===== config.mk =====
export PLATFORM = sky130hd
export DESIGN_NAME = fifo_stream_reader
export DESIGN_NICKNAME = d
export VERILOG_FILES = /design/src/rtl/fifo_pkg.sv /design/src/rtl/fifo_stream_reader_skid_buffer2.sv /design/src/rtl/fifo_stream_reader.sv
export SDC_FILE = /design/constraint.sdc
export NUM_CORES = 1
export LEC_CHECK = 0
export CORE_MARGIN = 1.5
export CORE_UTILIZATION = 53
export DETAILED_ROUTE_END_ITERATION = 8
export HOLD_SLACK_MARGIN = 0.1
export MAX_ROUTING_LAYER = met4
export PLACE_DENSITY = 0.79
export SETUP_SLACK_MARGIN = 0.05
export SLEW_MARGIN = 10
export SYNTH_ARGS = -nofsm -noshare
export SYNTH_HDL_FRONTEND = slang
export SYNTH_SLANG_ARGS = --single-unit

===== constraint.sdc =====
create_clock -name clock -period 3 [get_ports clock]
set_clock_uncertainty 0.1 [all_clocks]
set_input_delay 0.75 -clock clock [delete_from_list [all_inputs] [get_ports clock]]
set_output_delay 0.75 -clock clock [all_outputs]
set_load 0.01 [all_outputs]

===== src/rtl/fifo_pkg.sv =====
// rtl/fifo_pkg.sv - shared types for the byte FIFO and its stream reader
package fifo_pkg;

  typedef logic [7:0] byte_t;

  localparam int FIFO_DEPTH = 16;

  typedef enum logic {
    ACTIVE = 1'b0,
    QUIET  = 1'b1
  } rd_state_e;

endpackage


===== src/rtl/fifo_stream_reader_skid_buffer2.sv =====
// rtl/fifo_stream_reader_skid_buffer2.sv - 2-entry register FIFO that absorbs the FIFO read latency
module skid_buffer2
  import fifo_pkg::*;
(
  input  logic       clock,
  input  logic       reset_n,
  input  logic       push,
  input  logic [7:0] push_data,
  input  logic       pop,
  output logic [1:0] occ,
  output logic [7:0] head
);

  byte_t e0;
  byte_t e1;

  assign head = e0;

  // A push into a full buffer or a pop from an empty one is ignored; the
  // reader's credit logic never requests either.
  always_ff @(posedge clock or negedge reset_n) begin
    if (!reset_n) begin
      e0  <= '0;
      e1  <= '0;
      occ <= '0;
    end else begin
      case ({push, pop})
        2'b10: begin
          if (occ == 2'd0) begin
            e0  <= push_data;
            occ <= 2'd1;
          end else if (occ == 2'd1) begin
            e1  <= push_data;
            occ <= 2'd2;
          end
        end
        2'b01: begin
          if (occ != 2'd0) begin
            e0  <= e1;
            occ <= occ - 2'd1;
          end
        end
        2'b11: begin
          if (occ == 2'd0) begin
            e0  <= push_data;
            occ <= 2'd1;
          end else if (occ == 2'd1) begin
            e0 <= push_data;
          end else begin
            e0 <= e1;
            e1 <= push_data;
          end
        end
        default: ;
      endcase
    end
  end

endmodule


===== src/rtl/fifo_stream_reader.sv =====
// rtl/fifo_stream_reader.sv - paced FIFO pop engine feeding a valid/ready byte stream
module fifo_stream_reader
  import fifo_pkg::*;
#(
  parameter int BURST_LEN    = 16,
  parameter int QUIET_CYCLES = 2
) (
  input  logic        clock,
  input  logic        reset_n,
  input  logic        fifo_empty,
  input  logic [7:0]  fifo_data,
  output logic        fifo_read_en,
  output logic        m_valid,
  output logic [7:0]  m_data,
  input  logic        m_ready,
  output logic [15:0] byte_count,
  output logic [7:0]  checksum
);

  localparam logic [7:0] BURST_LAST = 8'(BURST_LEN - 1);
  localparam logic [7:0] QUIET_LOAD = 8'(QUIET_CYCLES);

  rd_state_e  state, state_next;
  logic [7:0] burst_cnt, burst_next;
  logic [7:0] quiet_cnt, quiet_next;
  logic       inflight;
  logic [1:0] occ;
  logic       xfer;
  logic [2:0] used;
  logic [2:0] avail;

  skid_buffer2 u_skid (
    .clock     (clock),
    .reset_n   (reset_n),
    .push      (inflight),
    .push_data (fifo_data),
    .pop       (xfer),
    .occ       (occ),
    .head      (m_data)
  );

  assign m_valid = (occ != 2'd0);
  assign xfer    = m_valid & m_ready;

  // The slot freed by this cycle's transfer counts as credit so a steady
  // m_ready sustains one pop per cycle without overrunning the skid.
  assign used  = {1'b0, occ} + {2'b0, inflight};
  assign avail = 3'd2 + {2'b0, xfer};
  assign fifo_read_en = reset_n & (state == ACTIVE) & ~fifo_empty & (used < avail);

  always_ff @(posedge clock or negedge reset_n) begin
    if (!reset_n) begin
      state     <= ACTIVE;
      burst_cnt <= '0;
      quiet_cnt <= '0;
      inflight  <= 1'b0;
    end else begin
      state     <= state_next;
      burst_cnt <= burst_next;
      quiet_cnt <= quiet_next;
      inflight  <= fifo_read_en;
    end
  end

  always_comb begin
    state_next = state;
    burst_next = burst_cnt;
    quiet_next = quiet_cnt;
    case (state)
      ACTIVE: begin
        if (fifo_read_en) begin
          if (burst_cnt == BURST_LAST) begin
            burst_next = '0;
            if (QUIET_CYCLES > 0) begin
              state_next = QUIET;
              quiet_next = QUIET_LOAD;
            end
          end else begin
            burst_next = burst_cnt + 8'd1;
          end
        end
      end
      QUIET: begin
        if (quiet_cnt <= 8'd1) begin
          state_next = ACTIVE;
          quiet_next = '0;
        end else begin
          quiet_next = quiet_cnt - 8'd1;
        end
      end
      default: state_next = ACTIVE;
    endcase
  end

  always_ff @(posedge clock or negedge reset_n) begin
    if (!reset_n) begin
      byte_count <= '0;
      checksum   <= '0;
    end else if (xfer) begin
      byte_count <= byte_count + 16'd1;
      checksum   <= checksum ^ m_data;
    end
  end

endmodule


Word-level counts from Yosys, hierarchy flattened. Cells that the tools add are included.

Register bits: 60. Bits of input ports: 12. Output and inout bits: 34. Logic and storage cells: 70.

Add/subtract/negate cells: 6. $lt $le $gt $ge: 2. Eq/ne operators: 14. Muxes and demuxes: 23. Bitwise logic cells: 7. Reduce and logical (&&, ||, !) cells: 9.

Operators by type and width (number): $mux 8 (11); $pmux 8 s2 (2); $pmux 8 s3 (1); $add 16x1->16 const B (1); $ne 2x2->1 const B (5); $add 8x1->8 const B (1); $eq 8x4->1 const B (1); $le 8x1->1 const B (1); $mux 2 (4); $reduce_and 4->1 (2); $sub 8x1->8 const B (1); $xor 8x8->8 (1); $ne 2x1->1 const B (3); $pmux 2 s3 (1); $and 1x1->1 (4); $eq 2x1->1 const B (2); $eq 2x2->1 const B (2); $reduce_and 2->1 (2); $reduce_bool 2->1 (2); $add 2x1->3 (1); $add 2x1->3 const A (1); $lt 3x3->1 (1); $mux 1 (3); $ne 3x1->1 const B (1); other kinds (6) (7).

Longest topological paths before layout.
Depth after elaboration: 7. Mapped depth: 7. Mapped depth without buffers: 7.

By module. Synthesis repeated with hierarchy kept, for this count alone.

Cell total of the unflattened synthesis: 285. Area total of the unflattened synthesis: 3101.7 um^2.

Modules (own cells, without submodules): fifo_stream_reader (instances 1, cells each 181, area each 2025.7 um^2, sequential area each 1051.0 um^2); skid_buffer2 (instances 1, cells each 104, area each 1076.0 um^2, sequential area each 450.4 um^2).

Worst setup path after synthesis. No wires, ideal clock.

Kind: input to output. From: in m_ready. To: out fifo_read_en. Arrival: 1676 ps. Required time: 2150 ps. Slack: 474 ps. Cell stages on the path: 4. Buffers on the path: 1. Path through: buf_2 or3b_1 a21o_1 inv_2.

Cells in the longest elaborated chain, start to end: 4.

RTL lines: from (decl) (RTL line fifo_stream_reader.sv:15) `input logic m_ready,`; $and 1x1->1 (RTL line fifo_stream_reader.sv:43) `assign xfer = m_valid & m_ready;`; $add 2x1->3 (RTL line fifo_stream_reader.sv:48) `assign avail = 3'd2 + {2'b0, xfer};`; $lt 3x3->1 (RTL line fifo_stream_reader.sv:49) `assign fifo_read_en = reset_n & (state == ACTIVE) & ~fifo_empty & (used < avail);`; $and 1x1->1 (RTL line fifo_stream_reader.sv:49); to (decl) (RTL line fifo_stream_reader.sv:12) `output logic fifo_read_en,`.

No other way between the ends.

Worst setup path after layout.
From: in fifo_empty. To: out fifo_read_en.

Cells in the longest elaborated chain, start to end: 3.

RTL lines: from (decl) (RTL line fifo_stream_reader.sv:10) `input logic fifo_empty,`; $not 1->1 (RTL line fifo_stream_reader.sv:49); $and 1x1->1 (2 in series) (RTL line fifo_stream_reader.sv:49).

No other way between the ends.

==> out/metrics.yaml <==
fin_tns_setup_ns: 0
path_clk_slew_ns: 0.07
post_drt_via_cell_ratio: 5.42
drive_above_1_share_pct: 16.0
synth_seq_cells: 60
post-route-drc-count: 0
worstSetupStartpointType: "input pin"
route.antenna.remaining_nets: 0
drt_pre_antenna_iters: 4
worst_max_slew_margin_expressed_relative_to_the_limit_pct: 51.4
detail_route.wirelength_um: 5420
antenna_found_initial: 0
tritoncts: "done"
synth.distinct_cells: 45
leakagePower_nw: 1.62
global_route_wire_length_before_repair_um: 8940
core_um2: 5070
grt_setup_unrepaired: "false"
htreeDepth: 3
finalHoldViolations: 0
hold_slack_ns: 0.370
die_area_um2: 5710
globalRouteTotalUtil_pct: 22.0
detailedRoute.firstIterationViolations: 132
die_w_um: 75.5
synth.cell_area_um2: 2790
synth_nets: 275
routed_wirelength_normalized_by_instance_count_um: 13.8
areaGrowthSynthToFinish_pct: 29.5
antenna_cells: 0
ys_dominant_reg_cell: "sky130_fd_sc_hd__dfrtp_1"
gr-total-overflow: 0
place_congestion: 0.857
max-cap-violations: 0
number_of_synthesized_flops_with_an_enable_pin: 0
grt_util_met3_pct: 4.50
design.final.nets: 339
grt_use_met2_pct: 33.7
layout_setup_ws_ns: 0.0927
detailedPlace.worstSlack_ns: -0.330
clk_root_buffer_cell: "sky130_fd_sc_hd__clkbuf_8"
io_pins: 46
cts_inserted_buffers: 9
layout.cells.non_filler: 394
cts_buffer_depth: 2
resized_cells_post_cts: 5
synth_top_cell_by_area: "sky130_fd_sc_hd__dfrtp_1"
cell_types_with_the_largest_area_share_after_synthesis: "sky130_fd_sc_hd__dfrtp_1 54%, sky130_fd_sc_hd__xnor2_1 6.3%, sky130_fd_sc_hd__mux2_2 4.4%"
post-synth-top-area-fraction_pct: 53.8
yosys_warnings: 0
busiest_layer_in_global_routing: "met2"
layout_min_cycle_time_ns: 2.91
required_ns: 2.15
worst_ir_drop_vdd_v: 0.000549
route.vias.total: 2135
status: "complete, no violations"
die_h_um: 75.5
post-cts-setup-buffers: 0
worstMarginPinSlew_ns: 0.730
clk_latency_ns: 0.34
holdCritPathClass: "register to register"
critPathMaxFanout: 4
synthArstFlopShare_pct: 100
dp_hpwl_um: 3750
cp_data_arrival_time_ns: 2.06
powerDensity_nw_per_um2: 755
final_report_max_slew_violation_count: 0
timing.final.setup_violations: 0
final.period_utilization_pct: 96.9
seq_area_frac_synth_pct: 53.8
port_buffers: 45
synth_cells: 255
cts-hold-fix-buffers: 0
setup.worst_path.class: "input pin to output pin"
globalRouteMet1Util_pct: 26.7
core.rowCount: 26
max_freq_mhz: 344
placed_cells_incl_taps: 378
initial_core_util_pct: 55.0
grt_start_max_net_pins: 61
post_synth.cell_area_avg_um2: 10.9
via_count_of_the_first_global_routing_pass: 1985
kind_of_capture_point_of_the_worst_setup_path: "output pin"
numClockSinks: 60
through the flow:
step           total power [mW]  utilization, %  cell area [um2]
2_1_floorplan              1.54               -             2790
3_3_place_gp               1.98            67.1             3400
3_5_place_dp               2.01            67.1             3400
4_1_cts                    2.75            71.0             3600
5_1_grt                    2.89            71.2             3610
6_report                   2.73            71.2             3610
power by group:
part / internal [mW] / switching, mW / total, mW
sequential: 0.976 / 0.152 / 1.13
clock: 0.404 / 0.323 / 0.726
combinational: 0.491 / 0.381 / 0.871
routing by layer:
| metal | up-vias | routed length [um] |
|---|---|---|
| met5 | - | 0 |
| met4 | 0 | 146 |
| met3 | 12 | 172 |
| met2 | 39 | 2670 |
| met1 | 1053 | 2430 |
| li1 | 1031 | - |
critical path: stages:
cell and delay [ns]:
sky130_fd_sc_hd__clkdlybuf4s50_1 0.40, sky130_fd_sc_hd__or4b_4 0.52, sky130_fd_sc_hd__a21o_4 0.22, sky130_fd_sc_hd__inv_2 0.05
sky130_fd_sc_hd__buf_2 0.11
cells in the mapped netlist (2+ instances only):
library cell                count
sky130_fd_sc_hd__dfrtp_1       60
sky130_fd_sc_hd__nor2_1        22
sky130_fd_sc_hd__nand2_1       21
sky130_fd_sc_hd__xnor2_1       20
sky130_fd_sc_hd__nand3_1       14
sky130_fd_sc_hd__o22ai_1       12
sky130_fd_sc_hd__inv_1         11
sky130_fd_sc_hd__mux2_2        11
sky130_fd_sc_hd__ha_1           8
sky130_fd_sc_hd__xor2_1         7
sky130_fd_sc_hd__clkbuf_1       5
sky130_fd_sc_hd__nor3_1         5
sky130_fd_sc_hd__o21ai_0        5
sky130_fd_sc_hd__a21o_1         4
sky130_fd_sc_hd__a21oi_1        4
sky130_fd_sc_hd__and3_1         4
sky130_fd_sc_hd__nand2b_1       4
sky130_fd_sc_hd__nand4_1        3
sky130_fd_sc_hd__nor4_1         3
sky130_fd_sc_hd__or3_1          3
sky130_fd_sc_hd__a22o_1         2
sky130_fd_sc_hd__nor2b_1        2
sky130_fd_sc_hd__o221ai_1       2
sky130_fd_sc_hd__o2bb2ai_1      2
cell type report:
type | instances | area, um2
flip-flops and latches | 60 | 1500
fillers | 367 | 1460
multi-input cells | 177 | 1230
repair buffers | 59 | 546
clock buffers | 10 | 138
well taps | 70 | 87.6
clock inverters | 6 | 63.8
inverters | 12 | 45.0
state kept, by name, summed over array words and instances (netlist names):
| register | flops |
|---|---|
| burst_cnt | 8 |
| byte_count | 16 |
| checksum | 8 |
| inflight | 1 |
| quiet_cnt | 8 |
| state | 1 |
| u_skid.e1 | 8 |
| u_skid.head | 8 |
| u_skid.occ | 2 |
path summary, 6_finish.rpt:
path | from | to | slack, ns | cells past startpoint
max | fifo_empty | fifo_read_en | 0.09 | 5
min in group asynchronous | reset_n | burst_cnt[2] | 0.46 | 2
max reg2reg | u_skid.occ[0] | quiet_cnt[7] | 0.63 | 9
min reg2reg | byte_count[15] | byte_count[15] | 0.37 | 1
min | byte_count[15] | byte_count[15] | 0.37 | 1
max in group asynchronous | reset_n | burst_cnt[4] | 1.85 | 2
cell families after synthesis:
logic type | count (synthesis) | synth area share (%)
AOI/OAI and AO/OA | 39 | 10.4
xor gates and xnor gates | 27 | 8.48
adders and majority gates | 8 | 3.59
buffers and inverters | 18 | 2.47
DFF | 60 | 53.8
muxes | 11 | 4.44
and+or+nand+nor | 92 | 16.8
placed cells by master (no fill, tap or decap), types with 2 or more instances in the layout:
cell type and count:
sky130_fd_sc_hd__a21o_1 3, sky130_fd_sc_hd__a21oi_1 4, sky130_fd_sc_hd__a22o_1 2, sky130_fd_sc_hd__and3_1 4, sky130_fd_sc_hd__buf_2 2, sky130_fd_sc_hd__buf_4 14, sky130_fd_sc_hd__clkbuf_8 10, sky130_fd_sc_hd__clkdlybuf4s50_1 43
sky130_fd_sc_hd__clkinv_2 2, sky130_fd_sc_hd__clkinvlp_4 2, sky130_fd_sc_hd__dfrtp_1 60, sky130_fd_sc_hd__ha_1 8, sky130_fd_sc_hd__inv_1 11, sky130_fd_sc_hd__mux2_2 11, sky130_fd_sc_hd__nand2_1 21, sky130_fd_sc_hd__nand2b_1 4
sky130_fd_sc_hd__nand3_1 14, sky130_fd_sc_hd__nand4_1 3, sky130_fd_sc_hd__nor2_1 22, sky130_fd_sc_hd__nor2b_1 2, sky130_fd_sc_hd__nor3_1 5, sky130_fd_sc_hd__nor4_1 3, sky130_fd_sc_hd__o21ai_0 5, sky130_fd_sc_hd__o221ai_1 2
sky130_fd_sc_hd__o22ai_1 12, sky130_fd_sc_hd__o2bb2ai_1 2, sky130_fd_sc_hd__or3_1 3, sky130_fd_sc_hd__xnor2_1 20, sky130_fd_sc_hd__xor2_1 7
(Power assumes the default switching activity.)
